### config.mk
export PLATFORM = sky130hd
export DESIGN_NAME = remote_key_dispatcher
export DESIGN_NICKNAME = d
export VERILOG_FILES = /design/src/rtl/remote_key_dispatcher.sv
export SDC_FILE = /design/constraint.sdc
export NUM_CORES = 1
export LEC_CHECK = 0
export CAP_MARGIN = 15
export CORE_MARGIN = 5
export CORE_UTILIZATION = 43
export DETAILED_ROUTE_END_ITERATION = 12
export PLACE_DENSITY_LB_ADDON = 0.1
export RECOVER_POWER = 50
export SLEW_MARGIN = 20
export SYNTH_ARGS = -nofsm -noshare
export SYNTH_HDL_FRONTEND = slang
export SYNTH_SLANG_ARGS = --single-unit
export TNS_END_PERCENT = 1
### constraint.sdc
create_clock -name clk -period 3.7 [get_ports clk]
set_clock_uncertainty 0.05 [all_clocks]
set_input_delay 0.74 -clock clk [delete_from_list [all_inputs] [get_ports clk]]
set_output_delay 0.74 -clock clk [all_outputs]
set_load 0.02 [all_outputs]
### src/rtl/remote_key_dispatcher.sv
// Key-event dispatcher: suppresses repeated presses inside a hold-off window,
// queues accepted keys in a small FIFO and presents them over a valid/ack handshake.
module remote_key_dispatcher #(
   parameter int DEPTH   = 4,
   parameter int HOLDOFF = 16
) (
   input  logic                     clk,
   input  logic                     reset,
   input  logic                     key_ready,
   input  logic [7:0]               key_in,
   input  logic                     enable,
   input  logic                     evt_ack,
   input  logic                     clear_ovf,
   output logic                     evt_valid,
   output logic [7:0]               evt_key,
   output logic [$clog2(DEPTH):0]   fifo_count,
   output logic                     overflow
);

   localparam int AW = $clog2(DEPTH);
   localparam int CW = AW + 1;
   localparam int HW = $clog2(HOLDOFF + 1);

   typedef enum logic {S_IDLE, S_PRESENT} state_t;

   state_t          state_q, state_d;
   logic [7:0]      mem_q [DEPTH];
   logic [AW-1:0]   wr_ptr_q, wr_ptr_d;
   logic [AW-1:0]   rd_ptr_q, rd_ptr_d;
   logic [CW-1:0]   count_q, count_d;
   logic [7:0]      last_key_q, last_key_d;
   logic [HW-1:0]   hold_q, hold_d;
   logic [7:0]      evt_key_q, evt_key_d;
   logic            ovf_q, ovf_d;

   logic            intake, suppress, full, push, drop, pop;

   // Full is judged on pre-pop occupancy, so a same-edge pop never rescues a push.
   always_comb begin
      intake   = key_ready & enable;
      suppress = intake && (key_in == last_key_q) && (hold_q != '0);
      full     = (count_q == CW'(DEPTH));
      push     = intake & ~suppress & ~full;
      drop     = intake & ~suppress & full;
   end

   always_comb begin
      state_d   = state_q;
      pop       = 1'b0;
      evt_key_d = evt_key_q;
      case (state_q)
         S_IDLE: begin
            if (count_q != '0) begin
               pop     = 1'b1;
               state_d = S_PRESENT;
            end
         end
         S_PRESENT: begin
            if (evt_ack) begin
               if (count_q != '0) pop = 1'b1;
               else               state_d = S_IDLE;
            end
         end
         default: state_d = S_IDLE;
      endcase
      if (pop) evt_key_d = mem_q[rd_ptr_q];
   end

   always_comb begin
      wr_ptr_d   = push ? wr_ptr_q + AW'(1) : wr_ptr_q;
      rd_ptr_d   = pop  ? rd_ptr_q + AW'(1) : rd_ptr_q;
      count_d    = count_q + CW'(push) - CW'(pop);
      last_key_d = intake ? key_in : last_key_q;
      hold_d     = hold_q;
      if (intake)             hold_d = HW'(HOLDOFF);
      else if (hold_q != '0)  hold_d = hold_q - HW'(1);
      ovf_d = ovf_q;
      if (drop)           ovf_d = 1'b1;
      else if (clear_ovf) ovf_d = 1'b0;
   end

   always_ff @(posedge clk or negedge reset) begin
      if (!reset) begin
         state_q    <= S_IDLE;
         wr_ptr_q   <= '0;
         rd_ptr_q   <= '0;
         count_q    <= '0;
         last_key_q <= '0;
         hold_q     <= '0;
         evt_key_q  <= '0;
         ovf_q      <= 1'b0;
      end else begin
         state_q    <= state_d;
         wr_ptr_q   <= wr_ptr_d;
         rd_ptr_q   <= rd_ptr_d;
         count_q    <= count_d;
         last_key_q <= last_key_d;
         hold_q     <= hold_d;
         evt_key_q  <= evt_key_d;
         ovf_q      <= ovf_d;
      end
   end

   // Storage carries no reset; the pointers and count define what is valid.
   always_ff @(posedge clk) begin
      if (push) mem_q[wr_ptr_q] <= key_in;
   end

   assign evt_valid  = (state_q == S_PRESENT);
   assign evt_key    = evt_key_q;
   assign fifo_count = count_q;
   assign overflow   = ovf_q;

endmodule

==> flow_summary.toml, run 1 <==
[setup_path]
path_delay_family = "buffers and inverters"
arrival_ps = 3470
start_kind = "input pin"
cp_num_buf_inv = 4
cpMaxStageDelayCell = "dlygate4sd3_1"
critPathKind = "input pin to flop"
max_stage_delay_ps = 630
r2r_start = "hold_q[0]"
worstPathCellList = "dlygate4sd3_1 > xnor2_1 > nand4_1 > nor4_2 > nor3b_4 > inv_1 > ha_1 > inv_1 > ha_1 > inv_1 > fa_1 > xnor2_1 > xnor2_1"
critPathMaxFanout = 7
crit_start = "key_in[0]"
cp-end-kind = "flop"
crit_required_ps = 3900

[power]
p_switching_mw = 0.7508
leakage_nw = 1.196
power_mw = 2.417
p_int_mw = 1.666
power_density_mw_per_mm2 = 761.8
p_comb_frac = 0.313
power_frac_clock = 0.252
power_frac_seq = 0.435
peakVddDrop_v = 0.0003416
p_sw_frac = 0.3106

[timing]
hold_viol_final = 0
setup_tns_ps = 0
period_share = 0.8829
finalCriticalPeriod_ps = 3267
tightest_slew_ps = 1790
slew_headroom = -0.1935
finalSetupViolCount = 0
slew_viol_final = 31
rsz0062_at_grt = "false"
fmax_ghz = 0.3061

[clocking]
cts_root_buffer = "clkbuf_8"
cts-resized-gates = 0
numCtsBuffers = 9
hold_buffers = 0
clk_latency_ps = 330
clock_sinks = 62
htree_levels = 3
clockBufferDepth = 2
cts_setup_buffers = 0
cts_tree = "built"
clk_pin_slew_worst_paths_ps = 70

[final_layout]
layout_commonest_cell = "edfxtp_1"
seq_area_mm2 = 0.001712
fillers = 485
syn_to_final_growth_pct = 21.17
multi_input_area_um2 = 838.3
final_cell_mix = "edfxtp_1, dfrtp_1, clkdlybuf4s50_1, mux2_2"
nNetsFinal = 216
antenna_cells = 0
drive_gt1_frac = 0.2273

[global_routing]
antenna_found_initial = 0
grt_max_degree = 31
grt_pass1_wl_um = 8197
grt_pass1_vias = 1607
gr-usage-all-layers = 0.1459
globalRoute.totalOverflow = 0

[logic_synthesis]
syn-num-nets = 179
synth_edf_count = 32
ys_async_sr_fraction = 0.4839
synth.distinct_cells = 32
synth_area_per_cell_um2 = 16.79
synth_seq_cells = 62
netlist_instances = 156
yosys_warnings = 0
seq_area_frac_synth = 0.6536
syn_area_mm2 = 0.002619
synth_ff_type = "edfxtp_1"

[drt]
drt-initial-drc-count = 79
wl_per_cell_um = 17.33
wl_met2_um = 2423
wl_met1_um = 2049
drc = 0
highest_layer = "met4"
dr.pass1.iters = 4
final_antenna_net_count = 0
vias = 1402
dr_wl_met3_um = 186
routed_wirelength_um = 4732
viasPerCell = 5.136

[die]
core_area_mm2 = 0.005921
start_util = 0.4423
rows = 28
io_pins = 27
die_y_um = 88.04
dieArea_mm2 = 0.007751
dieWidth_um = 88.04

[hold_path]
min_path_type = "flop to flop"
hp-start = "evt_key[4]"

[outcome]
violations = "max-capacitance violations, max-slew violations"
status = "finished with violations"

[job]
cap_violations = 1

[placement]
place_hpwl_um = 3228
io_buffers = 26
gp_congestion = 0.7380
-- worst register-to-register path: cells and delay by family (launching register included) --
family | cells | cell delay [ps]
xor gates and xnor gates | 2 | 330
buffers and inverters | 4 | 280
adders and majority gates | 4 | 970
DFF | 1 | 400
and+or+nand+nor | 4 | 1080
-- sequential cells by signal, summed over array words and instances, names as in the netlist --
register and cells:
wr_ptr_q 2, fifo_count 3, rd_ptr_q 2, last_key_q 8, evt_valid 1, overflow 1
evt_key 8, mem_q 32, hold_q 5
-- worst paths after layout --
kind | endpoint | slack, ps | cells past startpoint
setup / recovery | fifo_count[2] | 430 | 13
hold / removal | evt_key[4] | 450 | 1
setup reg to reg | fifo_count[2] | 510 | 14
hold reg to reg | evt_key[4] | 450 | 1
max in group asynchronous | hold_q[0] | 1200 | 2
min in group asynchronous | fifo_count[1] | 1380 | 2
-- cell type report --
cell class	count	share of cell area
flip-flops and latches	62	0.5394
multi-input cells	79	0.2642
repair buffers	30	0.08793
clock buffers	11	0.04771
well taps	75	0.02957
clock inverters	5	0.01814
inverters	11	0.01301
-- power by group through the flow --
stage	Sequential [mW]	Clock, mW	Combinational [mW]
6_report	1.05	0.609	0.757
2_1_floorplan	1.08	0	0.481
3_5_place_dp	1.07	0	0.777
3_3_place_gp	1.06	0	0.747
5_1_grt	1.08	0.659	0.840
4_1_cts	1.06	0.626	0.783
-- routing by layer --
metal	GRT usage	up-vias
met5	0	-
met2	0.2452	24
met3	0.04421	8
met1	0.1765	727
met4	0.05769	0
li1	-	643
-- cells in the mapped netlist (3+ instances only) --
master	instances	area, µm²
edfxtp_1	32	960.9
dfrtp_1	30	750.7
mux2_2	14	157.7
inv_1	11	41.29
xnor2_1	11	96.34
ha_1	8	100.1
mux4_2	8	180.2
a21oi_1	5	25.02
nand2_1	5	18.77
and2_1	4	25.02
mux2_1	3	33.78
nor2_1	3	11.26
-- metrics by stage --
step	setup WS, ps	cell area (µm²)	hold WS, ps	utilization	cells
CTS	507.9	3188	461.1	0.5385	273
floorplan	744.1	2619	394.4	-	156
detailed placement	167.2	2979	445.2	0.5032	257
global route	188.8	3173	483.8	0.5359	273
finish	433.2	3173	453.1	0.5359	273
global placement	258.0	2979	439.3	0.5032	257
-- logic make-up after synthesis --
group,count (synthesis),synth area share
compound gates,9,0.02198
xor+xnor,14,0.05256
fa+ha+maj,9,0.04587
buf+inv,15,0.02484
flops,62,0.6536
mux,26,0.1476
simple gates,21,0.05351
Note: power is estimated with default switching activity, not from simulation.
==> run 2: changes to the inputs <==
--- a/config.mk
+++ b/config.mk
@@ -6,8 +6,10 @@
 export NUM_CORES = 1
 export LEC_CHECK = 0
 export CAP_MARGIN = 15
+export CELL_PAD_IN_SITES_DETAIL_PLACEMENT = 1
+export CELL_PAD_IN_SITES_GLOBAL_PLACEMENT = 2
 export CORE_MARGIN = 5
-export CORE_UTILIZATION = 43
+export CORE_UTILIZATION = 41
 export DETAILED_ROUTE_END_ITERATION = 12
 export PLACE_DENSITY_LB_ADDON = 0.1
 export RECOVER_POWER = 50
==> flow_summary.toml, run 2 (synthesis gave the netlist of run 1 again) <==
[timing]
whs_ps = 458.1
fin_ws_ps = 454.2
tightest_slew_ps = 1769
setup_tns_ps = 0
finalCriticalPeriod_ps = 3246
finalSetupViolCount = 0
period_share = 0.8773
rsz0062_at_grt = "false"
hold_viol_final = 0
slew_headroom = -0.1794
fmax_ghz = 0.3081
slew_viol_final = 31

[drt]
dr.pass1.iters = 4
drt-initial-drc-count = 39
viasPerCell = 5.055
drc = 0
wl_per_cell_um = 18.13
routed_wirelength_um = 4968
final_antenna_net_count = 0
vias = 1385

[setup_path]
reg2reg_depth = 14
r2r_start = "hold_q[0]"
critPathKind = "input pin to flop"
crit_start = "key_in[0]"
start_kind = "input pin"
crit_required_ps = 3900
worstPathCellList = "dlygate4sd3_1 > xnor2_1 > nand4_1 > nor4_2 > nor3b_4 > inv_1 > ha_1 > inv_1 > ha_1 > inv_1 > fa_1 > xnor2_1 > xnor2_1"
cp-end-kind = "flop"
critPathMaxFanout = 7
max_stage_delay_ps = 670
arrival_ps = 3440
reg2reg_slack_ps = 480
cpMaxStageDelayCell = "dlygate4sd3_1"

[placement]
dp_slack_ps = 156.0
gp_congestion = 0.7733
numPlacedInstances = 258
dpl_cell_area_mm2 = 0.002974
place_hpwl_um = 3510
io_buffers = 26

[power]
peakVddDrop_v = 0.0002848
power_density_mw_per_mm2 = 763.9
leakage_nw = 1.203
power_mw = 2.416

[outcome]
violations = "max-capacitance violations, max-slew violations"
status = "finished with violations"

[final_layout]
syn_to_final_growth_pct = 20.78
drive_gt1_frac = 0.2234
fillers = 618
seq_area_mm2 = 0.001712
multi_input_area_um2 = 838.3
post-route-util = 0.5039
antenna_cells = 0
layout_commonest_cell = "edfxtp_1"
final_cell_mix = "edfxtp_1, dfrtp_1, clkdlybuf4s50_1, mux2_2"
regMostFlops = "mem_q"
largest_reg_flops = 32
nNetsFinal = 215
final_cell_count_no_fill = 274
finalInstanceArea_mm2 = 0.003163

[clocking]
clock_sinks = 62
cts_tree = "built"
htree_levels = 3
cts_setup_buffers = 0
clockBufferDepth = 2
clk_pin_slew_worst_paths_ps = 70
cts_root_buffer = "clkbuf_8"
hold_buffers = 0
clk_latency_ps = 330
numCtsBuffers = 9
cts-resized-gates = 0

[die]
start_util = 0.4172
dieWidth_um = 89.92
core_area_mm2 = 0.006277
die_y_um = 89.92
dieArea_mm2 = 0.008086
rows = 29
io_pins = 27

[global_routing]
globalRoute.totalOverflow = 0
antenna_found_initial = 0
gr-usage-all-layers = 0.1349
grt_max_degree = 31
grt_pass1_vias = 1597
grt_pass1_wl_um = 8390

[job]
cap_violations = 1

[hold_path]
holdPathStages = 1
hp-start = "evt_key[3]"
min_path_type = "flop to flop"
==> run 2: cell count changes in the layout (fill, tap and decap cells not counted) <==
cell and change:
clkinv_2 +2, clkinvlp_4 -3
==> run 2: cell type report <==
cell class	instances	area share
multi-input cells	79	0.2650
flip-flops and latches	62	0.5411
well taps	77	0.03046
inverters	11	0.01305
clock inverters	4	0.01424
clock buffers	12	0.04905
repair buffers	29	0.08703
==> run 2: path summary, 6_finish.rpt <==
kind                            endpoint
hold reg to reg               evt_key[3]
max in group asynchronous  last_key_q[4]
setup / recovery           fifo_count[2]
hold / removal                evt_key[3]
setup reg to reg           fifo_count[2]
min in group asynchronous     evt_key[3]
==> run 2: critical path: cells and delay by family <==
family,cells,cell delay (ps)
AND/OR/NAND/NOR,3,640
buffers and inverters,4,850
XOR/XNOR,3,490
adder cells (fa/ha/maj),3,720
==> run 2: where the power goes <==
group | internal [mW] | switching [mW]
sequential | 0.901 | 0.156
clock | 0.345 | 0.248
combinational | 0.420 | 0.346
==> run 2: per-layer routing <==
metal / part of all wire / GRT usage / routed length (µm)
met5: 0 / 0 / 0
met4: 0.015 / 0.04467 / 73
met2: 0.53 / 0.2317 / 2639
met1: 0.41 / 0.1613 / 2056
met3: 0.040 / 0.04090 / 199
==> run 3: changes to the inputs <==
--- a/config.mk
+++ b/config.mk
@@ -5,11 +5,12 @@
 export SDC_FILE = /design/constraint.sdc
 export NUM_CORES = 1
 export LEC_CHECK = 0
+export ABC_AREA = 1
 export CAP_MARGIN = 15
 export CELL_PAD_IN_SITES_DETAIL_PLACEMENT = 1
 export CELL_PAD_IN_SITES_GLOBAL_PLACEMENT = 2
 export CORE_MARGIN = 5
-export CORE_UTILIZATION = 41
+export CORE_UTILIZATION = 37
 export DETAILED_ROUTE_END_ITERATION = 12
 export PLACE_DENSITY_LB_ADDON = 0.1
 export RECOVER_POWER = 50
==> flow_summary.toml, run 3 <==
[outcome]
status = "finished with violations"
violations = "max-capacitance violations, max-slew violations"

[die]
rows = 31
dieWidth_um = 95.61
dieArea_mm2 = 0.009140
start_util = 0.3779
io_pins = 27
core_area_mm2 = 0.007176
die_y_um = 95.61

[final_layout]
layout_commonest_cell = "nor2_1"
finalInstanceArea_mm2 = 0.003272
regMostFlops = "mem_q"
drive_gt1_frac = 0.1058
syn_to_final_growth_pct = 20.67
nNetsFinal = 311
largest_reg_flops = 32
final_cell_mix = "nor2_1, nand2_1, edfxtp_1, dfrtp_1, inv_1"
antenna_cells = 0

[drt]
routed_wirelength_um = 5762
final_antenna_net_count = 0
dr.pass1.iters = 4
viasPerCell = 4.566
drt-initial-drc-count = 45
vias = 1790
wl_per_cell_um = 14.70
drc = 0

[setup_path]
r2r_start = "hold_q[0]"
arrival_ps = 3060
crit_required_ps = 3860
r2r_end = "fifo_count[2]"
reg2reg_slack_ps = 1270
cp-end-kind = "flop"
start_kind = "input pin"
critPathKind = "input pin to flop"
critical_path.endpoint = "fifo_count[2]"
reg2reg_depth = 13
crit_start = "key_in[3]"
critPathMaxFanout = 7

[timing]
finalSetupViolCount = 0
setup_tns_ps = 0
hold_viol_final = 0
period_share = 0.7815
fin_ws_ps = 808.5
rsz0062_at_grt = "false"
fmax_ghz = 0.3458
slew_headroom = -0.2095
whs_ps = 419.3
finalCriticalPeriod_ps = 2891
slew_viol_final = 31
tightest_slew_ps = 1814

[logic_synthesis]
yosys-top-cells-area = "edfxtp_1, dfrtp_1, nor2_1, nand2_1, ha_1"
netlist_top_cells_count = "nor2_1, nand2_1, edfxtp_1"
synth_ff_type = "edfxtp_1"
yosys_warnings = 0
yosys.area.top_type = "edfxtp_1"
synth_seq_cells = 62
ys_async_sr_fraction = 0.4839
synth.distinct_cells = 31
netlist_instances = 250
syn-num-nets = 273
yosysTopAreaCellShare = 0.3544
synth_area_per_cell_um2 = 10.85
synth_most_common_cell = "nor2_1"
syn_area_mm2 = 0.002711
synth_edf_count = 32
seq_area_frac_synth = 0.6313

[placement]
io_buffers = 26
place_hpwl_um = 3944
gp_congestion = 0.7264
dp_slack_ps = 538.2
dpl_cell_area_mm2 = 0.003105

[clocking]
clock_sinks = 62
clk_latency_ps = 330
cts_tree = "built"
clk_pin_slew_worst_paths_ps = 70
htree_levels = 3
cts_setup_buffers = 0
hold_buffers = 0
numCtsBuffers = 9
cts-resized-gates = 0
cts_root_buffer = "clkbuf_8"
clockBufferDepth = 2

[global_routing]
antenna_found_initial = 0
grt_max_degree = 31
globalRoute.totalOverflow = 0
grt_pass1_vias = 1786
gr-usage-all-layers = 0.1407
grt_pass1_wl_um = 9377

[hold_path]
holdPathStages = 1
min_path_type = "flop to flop"

[job]
cap_violations = 1

[power]
power_mw = 2.392
leakage_nw = 1.360
power_density_mw_per_mm2 = 731.0
peakVddDrop_v = 0.0002545
-- run 3: cell types whose count changed in the layout (fill, tap and decap cells not counted), moves of 8 or more --
cell,delta
inv_1,+11
o21ai_0,+16
mux2_2,-14
nand2_1,+36
nor2_1,+47
a31oi_1,+8
mux4_2,-8
-- run 3: worst min-delay path by stage --
stage	start	slack, ps	end
after detailed placement	hold_q[0]	410	hold_q[0]
after CTS	hold_q[0]	410	hold_q[0]
after floorplan	hold_q[0]	380	hold_q[0]
after global routing	hold_q[0]	450	hold_q[0]
after global placement	hold_q[0]	400	hold_q[0]
final	hold_q[0]	420	hold_q[0]
-- run 3: power by group --
part | total, mW | internal, mW | switching (mW)
Sequential | 1.04 | 0.894 | 0.146
Clock | 0.534 | 0.276 | 0.258
Combinational | 0.818 | 0.349 | 0.469
Total | 2.39 | 1.52 | 0.872
-- run 3: area by class of cell --
cell class | instances | area [µm²]
multi-input cells | 156 | 855.8
fillers | 800 | 3904
inverters | 25 | 93.84
well taps | 99 | 123.9
clock inverters | 4 | 22.52
repair buffers | 34 | 309.0
clock buffers | 12 | 155.1
flip-flops and latches | 62 | 1712
-- run 3: metal layers --
metal / vias up / wire, µm / track usage / part of all wire
li1: 890 / - / - / -
met1: 866 / 2617 / 0.1680 / 0.45
met2: 30 / 2921 / 0.2438 / 0.51
met3: 4 / 180 / 0.02447 / 0.031
met4: 0 / 42 / 0.06754 / 0.0073
met5: - / 0 / 0 / 0
-- run 3: critical path, cell delays in order --
cell           delay [ps]
dlygate4sd3_1         650
or2_1                 260
a21oi_2               180
nand3_4               120
nand3_4               110
ha_1                  240
inv_1                  60
ha_1                  130
inv_1                  40
fa_1                  380
xnor2_1               140
-- run 3: through the flow --
step / utilization / cells
2_1_floorplan: - / 250
3_3_place_gp: 0.4328 / 376
3_5_place_dp: 0.4328 / 376
4_1_cts: 0.4575 / 392
5_1_grt: 0.4560 / 392
6_report: 0.4560 / 392
-- run 3: cell families (layout without fill, tap and decap cells) --
group	count (synthesis)	after routing	synth area share
AO/OA/AOI/OAI	34	34	0.07245
XOR/XNOR	10	10	0.03230
adder cells (fa/ha/maj)	9	9	0.04430
buffers and inverters	32	75	0.05306
flip-flops	62	62	0.6313
AND/OR/NAND/NOR	103	103	0.1666
